[config.mk]
export PLATFORM = sky130hd
export DESIGN_NAME = tlc_safety_monitor
export DESIGN_NICKNAME = d
export VERILOG_FILES = /design/src/rtl/tlc_pkg.sv /design/src/rtl/tlc_phase_timer.sv /design/src/rtl/tlc_safety_monitor.sv
export SDC_FILE = /design/constraint.sdc
export NUM_CORES = 1
export LEC_CHECK = 0
export CAP_MARGIN = 40
export CORE_MARGIN = 1
export CORE_UTILIZATION = 51
export DETAILED_ROUTE_END_ITERATION = 10
export MAX_ROUTING_LAYER = met4
export PLACE_DENSITY = 0.71
export SYNTH_ARGS = -nofsm -noshare
export SYNTH_HDL_FRONTEND = slang
export SYNTH_SLANG_ARGS = --single-unit
export TNS_END_PERCENT = 50
[constraint.sdc]
create_clock -name clk -period 10.3 [get_ports clk]
set_clock_uncertainty 0.2 [all_clocks]
set_input_delay 2.06 -clock clk [delete_from_list [all_inputs] [get_ports clk]]
set_output_delay 2.06 -clock clk [all_outputs]
set_load 0.05 [all_outputs]
[src/rtl/tlc_pkg.sv]
// Shared lamp encodings, direction indices and fault codes for the traffic-light safety monitor.
// Helpers classify lamp values and single-step colour changes.
package tlc_pkg;

    typedef logic [1:0] dir_t;
    typedef logic [2:0] lamp_t;

    localparam lamp_t RED    = 3'b100;
    localparam lamp_t YELLOW = 3'b010;
    localparam lamp_t GREEN  = 3'b001;

    localparam dir_t DIR_N = 2'd0;
    localparam dir_t DIR_E = 2'd1;
    localparam dir_t DIR_S = 2'd2;
    localparam dir_t DIR_W = 2'd3;

    localparam logic [2:0] FLT_NONE        = 3'd0;
    localparam logic [2:0] FLT_ENC         = 3'd1;
    localparam logic [2:0] FLT_CONFLICT    = 3'd2;
    localparam logic [2:0] FLT_SEQ         = 3'd3;
    localparam logic [2:0] FLT_GREEN_TIME  = 3'd4;
    localparam logic [2:0] FLT_YELLOW_TIME = 3'd5;
    localparam logic [2:0] FLT_ALL_RED     = 3'd6;

    typedef enum logic {ARMING, ARMED} trk_state_t;

    function automatic logic lamp_valid(input lamp_t l);
        return (l == RED) || (l == YELLOW) || (l == GREEN);
    endfunction

    function automatic logic bad_step(input lamp_t a, input lamp_t b);
        return ((a == RED) && (b == YELLOW)) ||
               ((a == GREEN) && (b == RED)) ||
               ((a == YELLOW) && (b == GREEN));
    endfunction

endpackage

[src/rtl/tlc_phase_timer.sv]
// Run-length counter for the active phase with short/long compare against the expected length +/- TOL.
// run holds the length up to the previous sample; long_now flags the current sample reaching LEN+TOL+1.
module tlc_phase_timer #(
    parameter int GLEN = 70,
    parameter int YLEN = 20,
    parameter int TOL  = 0
) (
    input  logic        clk,
    input  logic        rst,
    input  logic        en,
    input  logic        restart,
    input  logic        prev_yel,
    input  logic        cur_yel,
    output logic [15:0] run,
    output logic        short_end,
    output logic        long_now
);

    logic [15:0] run_cur;

    always_comb begin
        run_cur   = restart ? 16'd1 : ((run == 16'hFFFF) ? run : run + 16'd1);
        short_end = int'(run) < ((prev_yel ? YLEN : GLEN) - TOL);
        long_now  = int'(run_cur) == ((cur_yel ? YLEN : GLEN) + TOL + 1);
    end

    always_ff @(posedge clk or posedge rst) begin
        if (rst) begin
            run <= '0;
        end else if (en) begin
            run <= run_cur;
        end else begin
            run <= '0;
        end
    end

endmodule

[src/rtl/tlc_safety_monitor.sv]
// Independent conflict/sequence/timing monitor on the four lamp buses; latches the first fault found.
// Inputs are registered once and checked against the previous sample; outputs move two edges after the inputs.
module tlc_safety_monitor
    import tlc_pkg::*;
#(
    parameter int SEC7       = 70,
    parameter int SEC2       = 20,
    parameter int TOL        = 0,
    parameter int MAX_ALLRED = 0
) (
    input  logic        clk,
    input  logic        rst,
    input  logic [2:0]  light_N,
    input  logic [2:0]  light_E,
    input  logic [2:0]  light_S,
    input  logic [2:0]  light_W,
    input  logic        clr_fault,
    output logic        fault,
    output logic [2:0]  fault_code,
    output logic [1:0]  fault_dir,
    output logic        armed,
    output logic [1:0]  active_dir,
    output logic [15:0] rounds
);

    lamp_t [3:0] s_q, p_q;
    logic        sv_q, pv_q;
    trk_state_t  st_q, st_nx;
    dir_t        act_q, act_nx, nxt;
    logic [15:0] ared_q, ared_cur;

    logic        armed_chk, enc, conflict, seq, any_rg, all_red, det, rnd_inc;
    dir_t        enc_dir, conf_dir, seq_dir, first_rg, det_dir;
    logic [2:0]  det_code;
    logic [3:0]  rg;
    int          nonred;
    lamp_t       ac_p, ac_s;
    logic        t_en, t_restart, t_short, t_long;
    logic [15:0] t_run;

    // pv_q marks p_q as a real sample, so the reset value of red never looks like an R->G
    always_ff @(posedge clk or posedge rst) begin
        if (rst) begin
            s_q  <= {4{RED}};
            p_q  <= {4{RED}};
            sv_q <= 1'b0;
            pv_q <= 1'b0;
        end else begin
            s_q  <= {light_W, light_S, light_E, light_N};
            p_q  <= s_q;
            sv_q <= 1'b1;
            pv_q <= sv_q;
        end
    end

    assign armed_chk = pv_q && (st_q == ARMED);
    assign nxt       = act_q + 2'd1;
    assign ac_p      = p_q[act_q];
    assign ac_s      = s_q[act_q];

    always_comb begin
        enc      = 1'b0;
        enc_dir  = DIR_N;
        conflict = 1'b0;
        conf_dir = DIR_N;
        seq      = 1'b0;
        seq_dir  = DIR_N;
        rg       = '0;
        any_rg   = 1'b0;
        first_rg = DIR_N;
        nonred   = 0;
        for (int d = 3; d >= 0; d--) begin
            rg[d] = pv_q && (p_q[d] == RED) && (s_q[d] == GREEN);
            if (!lamp_valid(s_q[d])) begin
                enc     = 1'b1;
                enc_dir = dir_t'(d);
            end
            if (rg[d]) begin
                any_rg   = 1'b1;
                first_rg = dir_t'(d);
            end
            if (armed_chk && (bad_step(p_q[d], s_q[d]) || (rg[d] && (dir_t'(d) != nxt)))) begin
                seq     = 1'b1;
                seq_dir = dir_t'(d);
            end
        end
        for (int d = 0; d < 4; d++) begin
            if (s_q[d] != RED) begin
                nonred = nonred + 1;
                if (nonred == 2) begin
                    conflict = 1'b1;
                    conf_dir = dir_t'(d);
                end
            end
        end
        all_red = (nonred == 0);
    end

    assign ared_cur = all_red ? ((ared_q == 16'hFFFF) ? ared_q : ared_q + 16'd1) : 16'd0;

    always_comb begin
        det_code = FLT_NONE;
        det_dir  = DIR_N;
        if (enc) begin
            det_code = FLT_ENC;
            det_dir  = enc_dir;
        end else if (conflict) begin
            det_code = FLT_CONFLICT;
            det_dir  = conf_dir;
        end else if (seq) begin
            det_code = FLT_SEQ;
            det_dir  = seq_dir;
        end else if (armed_chk && (((ac_p == GREEN) && (ac_s == YELLOW) && t_short) ||
                                   ((ac_s == GREEN) && t_long))) begin
            det_code = FLT_GREEN_TIME;
            det_dir  = act_q;
        end else if (armed_chk && (((ac_p == YELLOW) && (ac_s == RED) && t_short) ||
                                   ((ac_s == YELLOW) && t_long))) begin
            det_code = FLT_YELLOW_TIME;
            det_dir  = act_q;
        end else if (armed_chk && all_red && (int'(ared_cur) >= MAX_ALLRED + 1)) begin
            det_code = FLT_ALL_RED;
            det_dir  = act_q;
        end
    end

    assign det = (det_code != FLT_NONE);

    // The restart decision must not depend on det, since det reads the timer's compare outputs
    assign t_restart = (st_q == ARMING) || rg[nxt] || (ac_p != ac_s);
    assign t_en      = !det && (armed_chk || ((st_q == ARMING) && any_rg));

    tlc_phase_timer #(
        .GLEN (SEC7),
        .YLEN (SEC2),
        .TOL  (TOL)
    ) u_timer (
        .clk       (clk),
        .rst       (rst),
        .en        (t_en),
        .restart   (t_restart),
        .prev_yel  (ac_p == YELLOW),
        .cur_yel   (ac_s == YELLOW),
        .run       (t_run),
        .short_end (t_short),
        .long_now  (t_long)
    );

    always_comb begin
        st_nx   = st_q;
        act_nx  = act_q;
        rnd_inc = 1'b0;
        if (det) begin
            st_nx = ARMING;
        end else if (st_q == ARMING) begin
            if (any_rg) begin
                st_nx  = ARMED;
                act_nx = first_rg;
            end
        end else if (armed_chk) begin
            if (rg[nxt]) begin
                act_nx = nxt;
            end
            rnd_inc = (act_q == DIR_W) && (ac_p == YELLOW) && (ac_s == RED);
        end
    end

    always_ff @(posedge clk or posedge rst) begin
        if (rst) begin
            st_q   <= ARMING;
            act_q  <= DIR_N;
            rounds <= '0;
            ared_q <= '0;
        end else begin
            st_q   <= st_nx;
            act_q  <= act_nx;
            ared_q <= (armed_chk && !det) ? ared_cur : 16'd0;
            if (rnd_inc) begin
                rounds <= rounds + 16'd1;
            end
        end
    end

    // A fault detected alongside clr_fault replaces whatever was latched
    always_ff @(posedge clk or posedge rst) begin
        if (rst) begin
            fault      <= 1'b0;
            fault_code <= FLT_NONE;
            fault_dir  <= DIR_N;
        end else if (det && (clr_fault || !fault)) begin
            fault      <= 1'b1;
            fault_code <= det_code;
            fault_dir  <= det_dir;
        end else if (clr_fault) begin
            fault      <= 1'b0;
            fault_code <= FLT_NONE;
            fault_dir  <= DIR_N;
        end
    end

    assign armed      = (st_q == ARMED);
    assign active_dir = act_q;

endmodule
==> results of run 1 <==
[per-stage QoR]
step	worst slack [ns]	instances	area, µm²
after floorplan	5.92	540	5240
after global placement	5.77	695	5720
after detailed placement	5.65	696	5750
after CTS	5.64	712	5930
after global routing	5.20	712	5930
final	5.64	712	5930
[area by class of cell]
class	count	area (µm²)
fillers	865	3890
multi-input cells	421	3000
flip-flops and latches	83	2090
repair buffers	41	425
well taps	133	166
clock buffers	13	159
inverters	18	68.8
clock inverters	3	21.3
[report_power, final]
part           switching, µW  internal, µW
clock                    117           102
combinational           32.3          26.9
sequential              15.7           337
total                    165           465
[cell usage after synthesis (4+ instances only)]
cell type and instances:
sky130_fd_sc_hd__nor3b_1 4, sky130_fd_sc_hd__mux2i_1 8, sky130_fd_sc_hd__dfstp_2 8, sky130_fd_sc_hd__buf_2 8, sky130_fd_sc_hd__inv_1 17, sky130_fd_sc_hd__xor2_1 11, sky130_fd_sc_hd__mux2_2 4, sky130_fd_sc_hd__xnor2_1 27
sky130_fd_sc_hd__clkbuf_1 5, sky130_fd_sc_hd__nand3_1 24, sky130_fd_sc_hd__a21oi_1 15, sky130_fd_sc_hd__o311ai_0 4, sky130_fd_sc_hd__nand2_1 39, sky130_fd_sc_hd__nor4bb_1 12, sky130_fd_sc_hd__ha_1 15, sky130_fd_sc_hd__o21ai_0 32
sky130_fd_sc_hd__a31oi_1 9, sky130_fd_sc_hd__and3_1 11, sky130_fd_sc_hd__nor4b_1 4, sky130_fd_sc_hd__nor2b_1 6, sky130_fd_sc_hd__nand2b_1 4, sky130_fd_sc_hd__nand4_1 17, sky130_fd_sc_hd__mux4_2 7, sky130_fd_sc_hd__nor2_1 46
sky130_fd_sc_hd__nor4_1 10, sky130_fd_sc_hd__nor3_1 12, sky130_fd_sc_hd__or3_1 4, sky130_fd_sc_hd__and4_1 6, sky130_fd_sc_hd__dfrtp_1 75
[cells in the final DEF, fill, tap and decap left out, drive strengths merged, types with 4 or more instances in the layout]
master / count
o21ai: 33
nand3: 25
nor4: 14
dfstp: 8
nor3: 14
dfrtp: 75
and3: 11
and4: 7
nand2: 39
nor2b: 6
mux4: 7
conb: 17
nor3b: 5
mux2i: 8
nor4bb: 12
or3: 4
inv: 18
nand4: 19
a21oi: 15
clkbuf: 13
o311ai: 4
ha: 15
a31oi: 10
xor2: 11
nor4b: 6
nand2b: 4
clkdlybuf4s50: 39
nor2: 46
xnor2: 27
mux2: 6
or3b: 4
[critical path, stage by stage (launching register included)]
cell and delay, ns:
sky130_fd_sc_hd__dfstp_2 0.60, sky130_fd_sc_hd__or3b_2 0.50, sky130_fd_sc_hd__ha_1 0.38, sky130_fd_sc_hd__xnor2_1 0.18
sky130_fd_sc_hd__ha_1 0.25, sky130_fd_sc_hd__or3_1 0.39, sky130_fd_sc_hd__a41oi_1 0.38, sky130_fd_sc_hd__nor4b_4 0.50
sky130_fd_sc_hd__o21ai_1 0.21, sky130_fd_sc_hd__or3_1 0.39, sky130_fd_sc_hd__nor3_4 0.27, sky130_fd_sc_hd__nand4_1 0.16
sky130_fd_sc_hd__xnor2_1 0.15
[per-layer routing]
| metal | wire [µm] | vias to the layer above | track usage | part of all wire |
|---|---|---|---|---|
| li1 | - | 2052 | - | - |
| met1 | 5200 | 2101 | 0.311 | 0.45 |
| met2 | 5670 | 120 | 0.394 | 0.49 |
| met3 | 493 | 25 | 0.0481 | 0.042 |
| met4 | 250 | 0 | 0.0888 | 0.022 |
| met5 | 0 | - | - | 0 |
[state kept, by name (all words and copies together) (netlist names)]
name	count
fault_code	3
armed	1
rounds	16
s_q	12
pv_q	1
active_dir	2
p_q	12
ared_q	16
u_timer.run	16
fault	1
sv_q	1
fault_dir	2
[logic make-up (layout without fill, tap and decap cells)]
| kind of cell | Yosys count | after routing |
|---|---|---|
| AO/OA/AOI/OAI | 96 | 96 |
| XOR/XNOR | 38 | 38 |
| adder cells (fa/ha/maj) | 15 | 15 |
| buffers and inverters | 36 | 75 |
| flip-flops | 83 | 83 |
| multiplexers | 21 | 21 |
| other | 2 | 17 |
| AND/OR/NAND/NOR | 234 | 234 |
[worst paths after layout]
| path | start | end | slack [ns] | depth (start not counted) |
|---|---|---|---|---|
| worst max-delay path | s_q[5]$_DFF_PP1_ | rounds[13]$_DFFE_PP0P_ | 5.64 | 12 |
| worst min-delay path | sv_q$_DFF_PP0_ | pv_q$_DFF_PP0_ | 0.16 | 0 |
| worst max register to register | s_q[5]$_DFF_PP1_ | rounds[13]$_DFFE_PP0P_ | 5.64 | 12 |
| worst min register to register | sv_q$_DFF_PP0_ | pv_q$_DFF_PP0_ | 0.16 | 0 |
| max in group asynchronous | rst | s_q[2]$_DFF_PP1_ | 7.32 | 4 |
| min in group asynchronous | rst | ared_q[9]$_DFF_PP0_ | 1.92 | 3 |
==> results.txt, run 1 <==
- For this design the static power due to leakage is 0.00230 µW.
- Among all flip-flop cells after synthesis, the most frequent one is sky130_fd_sc_hd__dfrtp_1.
- The first global-routing pass estimated 19600 µm of wire.
- Number of buffers added by the clock tree synthesis step: 9
- The number of antenna violations at the first check in global routing came to 0.
* F_max: approximately 0.21 GHz
- Worst slew margin: 0.630
- For this run, the number of Yosys warnings is 0.
* Data arrival time at the worst-slack endpoint: about 4.7 ns
* PostCTS Resize Cnt: 0
- The first TritonRoute pass finished after 5 iterations.
- Leftover overflow at the end of global routing: 0
* Startpoint Class: register
* Period utilization: 0.453
* Final standard cell utilization of the core: 0.603
- Buffers added to address setup during post-CTS repair amount to 0.
- Of the total synthesized cell area, the portion taken by AND, OR, NAND and NOR gates is 0.284.
- Fraction of registers with async set or reset after synthesis: 1.00
- Count of antenna-violating nets left after detailed routing: 0
* Worst skew pair latency: about 0.36 ns
- Counting every instance in the synthesized netlist gives between 500 and 600.
- Hold-fix buffer count after cts: 0
- Clock tree from TritonCTS: yes
* Final hold violations: 0
* Global placer's final weighted congestion: approximately 0.94
- Average via count per standard cell: approximately 6
* Portion of netlist area occupied by mux cells: 0.0596
* Die extent in y: ~100 µm
- Drt wl/cell: 16.3 µm
- The tree is rooted in a sky130_fd_sc_hd__clkbuf_8.
* Share of cells above drive strength 1: 0.109
- Crit path max fanout: 9
* Syn Std Cell Area: slightly above 0.005 mm²
* Seq cells post-synth: 83
- Post-synthesis share of cell area spent on xor and xnor gates: 0.0642
* Clock-pin slew of the registers on the worst-case setup and hold paths: 0.09 ns
* Adder-cell share of the synthesized area: 0.0362
- Setup repair after global routing left no endpoint under its margin.
- Data on the critical path is required at its endpoint by about 10 ns.
* Number of global-route vias before repair: just over 4000
* Avg Inst Size Synth: 9.88 µm²
* Number of remaining DRC errors: 0
* Die footprint: between 0.01 and 0.015 mm²
* Final Critical Period: around 4.7 ns
* Final net count: between 600 and 700
* P per Cell Area: approximately 110 mW/mm²
- Yosys attributes the largest share of cell area to sky130_fd_sc_hd__dfrtp_1, sky130_fd_sc_hd__xnor2_1, sky130_fd_sc_hd__dfstp_2.
- Port buffering added 39 buffers.
* Number of setup violations in the final report: 0
- The synthesized-area fraction occupied by ao, oa, aoi and oai cells is 0.122.
- Setup CP Type: register to register
- Area share of the largest cell type after synthesis: 0.362
- Entering global routing, the biggest net connects 46 pins.
- Summed over all layers, the routed wires come to between 10000 and 15000 µm.
* Pins over their slew limit: 0
- STA classifies the critical path endpoint as a register.
* Number of distinct library cells after synthesis: just under 80
* Worst hold path type: register to register
- EDFF count, synth: 0
* Clock Sink Count: 83
- Hold slack: around 0.16 ns
- For this run, the total global-route usage over all layers was measured as 0.246.
* Initial Utilization: 0.528
- # diodes: 0
- Across the VDD grid, the largest voltage drop is roughly 0.000082 V.
* Total via count after detailed routing: around 4300
* Cell taking the most area after synthesis: sky130_fd_sc_hd__dfrtp_1
- Sequential fraction of the synthesis area: 0.403
* Worst-margin pin slew: between 0.5 and 0.6 ns
* # H-tree levels: 3
- No sink is reached through more buffers than the 2 on the longest clock path.
- Number of placed I/O pins: 40
- The die is 103 µm wide.
- For the final routed database, the setup TNS stands at 0 ns.
* Total of max-cap violations: 0
- Compared with the post-synthesis result, the final layout area differs by 14.3%.
* Number of core rows: 36
- HPWL after detailed placement: around 8800 µm
- Final Power: approximately 630 µW
- The detailed router finished its first iteration with 261 violations.
- Largest family of logic cells by synthesized area: simple AND/OR/NAND/NOR gates
- Core Footprint: between 0.009 and 0.01 mm²
* Status: finished clean
Note: power is estimated with default switching activity, not from simulation.
==> run 2: changes to the inputs <==
- PLACE_DENSITY: 0.71 -> 0.74
- clock period: 10.3 -> 3.9 ns (I/O delays scaled with it)
==> run 2 against run 1 <==
  * Maximum frequency is 27% higher
  * Die area stayed put
  * Total power grew to 2.8 times the previous value
  * Register-to-register slack worse by 5.4 ns
  * Largest power group unchanged
  * Via count is 1.9% higher
  * Wire length is 5.9% higher
  * Critical path depth is 4 higher
  * Combinational power grew to 3.0 times the previous value
  * Final area is 4.5% higher
  * Global-route usage is 1.6 points higher
  * Clock-buffer cell count is 1 lower
==> results.txt, run 2 (synthesized netlist as in run 1, its figures left out) <==
* Maximum buffer depth of the clock tree: 2 (unchanged)
- Largest registers ranked by flip-flop count: ared_q: 16 flops, rounds: 16 flops, u_timer.run: 16 flops
- Number of design-rule violations left by the first detailed-router iteration: 203 (-22%)
* Worst hold path type: register to register
* Final net count: 629 (+4.1%)
- Initial antenna violation count: 0 (unchanged)
* Endpoint of the worst hold-timing path: pv_q$_DFF_PP0_
- The core box area was 0.00982 mm² (unchanged).
- The final number of setup-violating endpoints was 0 (unchanged).
* Count of placed standard cells in the final layout, fillers left out: 737 (+3.5%)
- Worst slack at placement: 0.0881 ns (-5.56 ns)
- Total via count after detailed routing: 4380 (+1.9%)
- Startpoint Class: register
* Number of remaining DRC errors: 0 (unchanged)
- The max-slew violation count is 0 (unchanged).
* F_max: 0.271 GHz (+27%)
- Die extent in y: 103 µm (unchanged)
* R2R Setup Slk: 0.22 ns (-5.42 ns)
- Most used cells in the layout excluding fill and tap cells: sky130_fd_sc_hd__dfrtp_1, sky130_fd_sc_hd__nor2_1, sky130_fd_sc_hd__nand2_1, sky130_fd_sc_hd__clkdlybuf4s50_1, sky130_fd_sc_hd__o21ai_0
- The routed wirelength normalized by instance count is 16.7 µm (+2.3%).
- The power density over cell area came to 281 mW/mm² (+160%).
- STA classifies the critical path endpoint as a register.
- The worst reg-to-reg path cell count is 16 (+4).
* Worst-margin pin slew: 0.678 ns (+0.138 ns)
- The overall overflow remaining after global route was 0 (unchanged).
* Total of max-cap violations: 0 (unchanged)
* Share of cells above drive strength 1: 0.166 (+0.0568)
* # H-tree levels: 3 (unchanged)
- Average via count per standard cell: 5.94 (-1.5%)
- The total die area came to 0.0106 mm² (unchanged).
- The global placement routability congestion was 0.961 (+2.0%).
- The total number of placement rows is 36 (unchanged).
- Hold Crit Start: sv_q$_DFF_PP0_
- Clock-pin slew of the registers on the worst-case setup and hold paths: 0.08 ns (about the same)
- Final Critical Period: 3.68 ns (-0.978 ns)
* Pin count of the biggest net entering global routing: 46 (unchanged)
- Worst skew pair latency: 0.36 ns (about the same)
- Minimum setup slack in the final design: 0.216 ns (-5.42 ns)
* Die Wd: 103 µm (unchanged)
- The final design utilization came to 0.631 (+0.0271).
- Maximum resistive drop on vdd: 0.000182 V (+120%)
* Final hold violations: 0 (unchanged)
- The number of clock sinks seen by CTS came to 83 (unchanged).
* Static leakage: 0.00245 µW (+6.4%)
- Hold-fix buffer count after cts: 0 (unchanged)
- The count of pins on the block boundary came to 40 (unchanged).
* Routed wire length: 12300 µm (+5.9%)
- The placed wire-length estimate was 9450 µm (+7.5%).
- Cells after DPL: 719 (+3.3%)
* Launching point of the worst reg2reg path: s_q[5]$_DFF_PP1_
* Endpoint required time on the critical path: 3.95 ns (-6.41 ns)
- Setup CP Type: register to register
- The maximum fanout along the worst path was 8 (-1).
* Status: finished clean
* Number of buffers added by the clock tree synthesis step: 9 (unchanged)
* Number of fill cells in the layout: 832 (-3.8%)
* Initial Utilization: 0.528 (unchanged)
- The all-layer global routing usage was 0.262 (+0.0158).
* # diodes: 0 (unchanged)
- First-pass GRT wire length: 20700 µm (+5.6%)
- The remaining antenna violation count is 0 (unchanged).
- The count of input and output buffers was 39 (unchanged).
- The relative max-transition margin is 0.541 (-0.0888).
- The area growth from synthesis to layout is 19.4%.
- Buffer type at the clock tree root: sky130_fd_sc_hd__clkbuf_8
* Iteration count of the initial detailed-routing pass: 5 (unchanged)
* Clock tree from TritonCTS: yes
* Worst reg2reg endpoint: rounds[10]$_DFFE_PP0P_
- The worst hold path depth was 0 (unchanged).
* Most common cell after layout, fill and taps aside: sky130_fd_sc_hd__dfrtp_1
* Final Power: 1740 µW (+180%)
- The final period utilization came to 0.945 (+0.492).
- The number of global-route vias before repair is 4361 (+6.8%).
- Data arrival time at the worst-slack endpoint: 3.74 ns (-0.98 ns)
run 2: critical path: stages, from the launching register on:
cell                      delay, ns
sky130_fd_sc_hd__dfstp_2       0.53
sky130_fd_sc_hd__or3b_4        0.41
sky130_fd_sc_hd__inv_2         0.08
sky130_fd_sc_hd__ha_1          0.17
sky130_fd_sc_hd__nand2_1       0.07
sky130_fd_sc_hd__o21ai_2       0.07
sky130_fd_sc_hd__inv_1         0.06
sky130_fd_sc_hd__ha_2          0.19
sky130_fd_sc_hd__or3_1         0.33
sky130_fd_sc_hd__a41oi_2       0.18
sky130_fd_sc_hd__nor4b_4       0.27
sky130_fd_sc_hd__o21ai_2       0.10
sky130_fd_sc_hd__or3_4         0.38
sky130_fd_sc_hd__nor3_4        0.11
sky130_fd_sc_hd__buf_4         0.17
sky130_fd_sc_hd__nand4_1       0.12
sky130_fd_sc_hd__xnor2_1       0.14
run 2: how the worst max path moves through the flow:
stage,startpoint,end,slack (ns)
after floorplan,s_q[5]$_DFF_PP1_,rounds[13]$_DFFE_PP0P_,-0.03
after global placement,active_dir[1]$_DFFE_PP0P_,rounds[15]$_DFFE_PP0P_,0.13
after detailed placement,active_dir[1]$_DFFE_PP0P_,rounds[12]$_DFFE_PP0P_,0.09
after CTS,s_q[2]$_DFF_PP1_,rounds[12]$_DFFE_PP0P_,0.05
after global routing,s_q[5]$_DFF_PP1_,rounds[10]$_DFFE_PP0P_,-0.01
final,s_q[5]$_DFF_PP1_,rounds[10]$_DFFE_PP0P_,0.22
run 2: final cells by class:
| class | instances | area, µm² | share of cell area |
|---|---|---|---|
| repair buffers | 66 | 606 | 0.0978 |
| clock inverters | 4 | 48.8 | 0.00788 |
| inverters | 18 | 68.8 | 0.0111 |
| clock buffers | 12 | 155 | 0.0251 |
| flip-flops and latches | 83 | 2090 | 0.337 |
| multi-input cells | 421 | 3060 | 0.494 |
| well taps | 133 | 166 | 0.0269 |
run 2: per-layer routing:
layer,global-route usage,routed length (µm)
met4,0.129,403
met3,0.0420,523
met5,-,0
met2,0.434,6150
met1,0.311,5230
run 2: what timing repair did:
action                                  in CTS  in global routing
buffers inserted                             0                  2
endpoints found under the setup margin       0                 23
resized for setup                            0                  3
run 2: through the flow:
step	hold slack [ns]	setup TNS, ns	cell area [µm²]
floorplan	0.131	-0.0529	5300
global placement	0.134	0	5970
detailed placement	0.140	0	5970
CTS	0.160	0	6170
global route	0.172	-0.0146	6190
finish	0.156	0	6190
run 2: where the power goes:
| part | switching [µW] | total, µW | internal [µW] | leakage (µW) |
|---|---|---|---|---|
| sequential | 35.1 | 925 | 889 | 0.00104 |
| clock | 306 | 637 | 330 | 0.000106 |
| combinational | 97.6 | 177 | 79.8 | 0.00130 |
==> run 3: changes to the inputs <==
- GPL_TIMING_DRIVEN: not set -> 0
- SLEW_MARGIN: not set -> 10
==> run 3 against run 2 <==
  * Global-route usage is 1.9 points lower
  * Critical path type unchanged
  * Final cell count rose by 0.27%
  * Combinational power is essentially flat
  * Critical endpoint is now rounds[13]$_DFFE_PP0P_
  * Via count grew 0.73%
  * Final area increased by 0.16%
  * Die area stayed put
  * Largest power group unchanged
  * Setup slack got worse by 0.083 ns
  * Core utilization grew 0.10 points
  * First-iteration DRC count grew 26%
  * Wire length fell by 3.0%
==> results.txt, run 3 (synthesized netlist as in run 1, its figures left out) <==
- Status: finished clean
- The delay contributed by the slowest stage of the critical path came to 0.57 ns (+0.04 ns).
- The cell that appears most often on the critical path is sky130_fd_sc_hd__or3_4.
- Final Critical Period: 3.77 ns (+0.0831 ns)
- Worst hold path type: register to register
- The width of the chip was 103 µm (unchanged).
- Final standard cell utilization of the core: 0.632 (+0.00102)
- Pin count of the biggest net entering global routing: 43 (-6.5%)
- The largest registers in the layout are ared_q: 16 flops, rounds: 16 flops, u_timer.run: 16 flops.
- The largest vdd supply drop was 0.000242 V (+33%).
- Leftover overflow at the end of global routing: 0 (unchanged)
* Clock tree from TritonCTS: yes
- The residual DRC count was 0 (unchanged).
* Share of cells above drive strength 1: 0.177 (+0.0110)
* Number of design-rule violations left by the first detailed-router iteration: 256 (+26%)
* # diodes: 0 (unchanged)
* P per Cell Area: 273 mW/mm² (-2.9%)
* Logic pwr share: 0.106 (+0.004)
* Kind of end point of the critical path: register
- The count of TritonRoute iterations in the first routing pass came to 6 (+1).
* Startpoint Class: register
- Number of fill cells in the layout: 850 (+2.2%)
- Number of setup violations in the final report: 0 (unchanged)
- HPWL after detailed placement: 8740 µm (-7.5%)
- Total of max-cap violations: 0 (unchanged)
* Core Footprint: 0.00982 mm² (unchanged)
- R2R Setup Slk: 0.13 ns (-0.08 ns)
- The sequential group share of total power was 0.546 (+0.014).
- The effective utilization at floorplan came to 0.528 (unchanged).
* Maximum buffer depth of the clock tree: 2 (unchanged)
* Initial antenna violation count: 0 (unchanged)
* Buffer type at the clock tree root: sky130_fd_sc_hd__clkbuf_8
- Hold-fix buffer count after cts: 0 (unchanged)
- The detailed-route wire length is 11900 µm (-3.0%).
- Setup repair after global routing could not meet its margin everywhere.
- Period utilization: 0.966 (+0.0213)
- NetSw: 469 µW (+6.8%)
- The total die area came to 0.0106 mm² (unchanged).
* Slowest stage cell on the critical path: sky130_fd_sc_hd__dfstp_2
* Critical-path cell list: or3b_4 > ha_4 > xnor2_2 > ha_2 > or3_4 > a41oi_2 > nor4b_4 > o21ai_2 > or3_4 > nor3_4 > buf_6 > nand4_1 > xnor2_1
* Worst Reg-to-Reg Cells: 13 (-3)
* Signed area change from the synthesized netlist to the final layout: 19.6%
- Pint: 1220 µW (-6.0%)
* Most used cells in the layout excluding fill and tap cells: sky130_fd_sc_hd__dfrtp_1, sky130_fd_sc_hd__nor2_1, sky130_fd_sc_hd__nand2_1, sky130_fd_sc_hd__clkdlybuf4s50_1, sky130_fd_sc_hd__o21ai_0
- Cells after DPL: 713 (-0.83%)
- The number of clock sinks seen by CTS came to 83 (unchanged).
- Pins over their slew limit: 0 (unchanged)
- The number of clock buffers inserted by TritonCTS is 9 (unchanged).
- The number of global-route vias before repair came to 3964 (-9.1%).
* Drt wl/cell: 16.1 µm (-3.3%)
- The relative max-transition margin was 0.607 (+0.0654).
* Hold slack: 0.168 ns (+0.0119 ns)
* First-pass GRT wire length: 19200 µm (-7.1%)
- The global placement routability congestion is 0.928 (-3.4%).
- Port Buf Inserts: 39 (unchanged)
- The count of pins on the block boundary is 40 (unchanged).
- F_max: 0.265 GHz (-2.2%)
- The switching share of power was 0.277 (+0.0248).
- Total via count after detailed routing: 4412 (+0.73%)
* Count of placed standard cells in the final layout, fillers left out: 739 (+0.27%)
- The worst hold path depth is 0 (unchanged).
- The H-tree depth is 3 (unchanged).
- Final net count: 631 (+0.32%)
- Power share of the clock group: 0.349 (-0.017)
- Count of antenna-violating nets left after detailed routing: 0 (unchanged)
* Final hold violations: 0 (unchanged)
- Die extent in y: 103 µm (unchanged)
- Endpoint required time on the critical path: 3.95 ns (about the same)
* Number of core rows: 36 (unchanged)
- The slew at the pin closest to its max-slew limit came to 0.584 ns (-0.0948 ns).
* Static leakage: 0.00242 µW (-1.2%)
* Worst skew pair latency: 0.36 ns (about the same)
- Setup CP Type: register to register
* Average via count per standard cell: 5.97 (+0.46%)
* Total track usage: 0.243 (-0.0192)
* Clock-pin slew of the registers on the worst-case setup and hold paths: 0.09 ns (about the same)
- The maximum fanout along the worst path is 8 (unchanged).
- Leaving out fill and tap cells, the most frequent cell in the layout is sky130_fd_sc_hd__dfrtp_1.
* Data arrival time at the worst-slack endpoint: 3.82 ns (+0.08 ns)
[run 3: worst max-delay path: cells and delay by family (launching register included)]
| kind | cells | cell delay, ns |
|---|---|---|
| compound gates | 2 | 0.28 |
| flops | 1 | 0.57 |
| simple gates | 6 | 1.69 |
| xor+xnor | 2 | 0.29 |
| buf+inv | 1 | 0.15 |
| fa+ha+maj | 2 | 0.47 |
[run 3: power by group through the flow]
stage          sequential [µW]  combinational [µW]  clock [µW]
6_report                   923                 179         589
5_1_grt                    928                 197         643
4_1_cts                    922                 173         607
3_5_place_dp               938                 172           0
3_3_place_gp               937                 166           0
2_1_floorplan              941                 109           0
[run 3: cell type report]
cell class	instances	area, µm²	area share
timing repair buffer	52	504	0.0813
clock buffer	10	138	0.0222
buffer	16	85.1	0.0137
multi-input combinational	421	3100	0.501
sequential	83	2090	0.336
tap	133	166	0.0268
clock inverter	6	47.5	0.00767
inverter	18	70.1	0.0113
[run 3: path summary, 6_finish.rpt]
path / from / end
max in group asynchronous: rst / s_q[2]$_DFF_PP1_
min: s_q[8]$_DFF_PP1_ / p_q[8]$_DFF_PP1_
max: s_q[5]$_DFF_PP1_ / rounds[13]$_DFFE_PP0P_
min reg2reg: s_q[8]$_DFF_PP1_ / p_q[8]$_DFF_PP1_
min in group asynchronous: rst / rounds[3]$_DFFE_PP0P_
max reg2reg: s_q[5]$_DFF_PP1_ / rounds[13]$_DFFE_PP0P_
[run 3: metal layers]
layer / track usage / wire length [µm]
met3: 0.0346 / 561
met2: 0.397 / 5900
met4: 0.0791 / 210
met1: 0.311 / 5260
met5: - / 0
[run 3: repair_timing]
item                                    4_1_cts  5_1_grt
setup buffers                                 4        8
gates resized for setup                       2       12
pin swaps                                     4       10
endpoints found under the setup margin       33       31
[run 3: stage by stage]
| stage | total power, µW | TNS [ns] | instance area, µm² | setup slack, ns |
|---|---|---|---|---|
| CTS | 1700 | -0.0130 | 6090 | -0.0130 |
| finish | 1690 | 0 | 6200 | 0.132 |
| global placement | 1100 | -35.60 | 5850 | -0.431 |
| floorplan | 1050 | -0.0529 | 5300 | -0.0258 |
| detailed placement | 1110 | -6.28 | 5880 | -0.446 |
| global route | 1770 | -0.0304 | 6200 | -0.00965 |
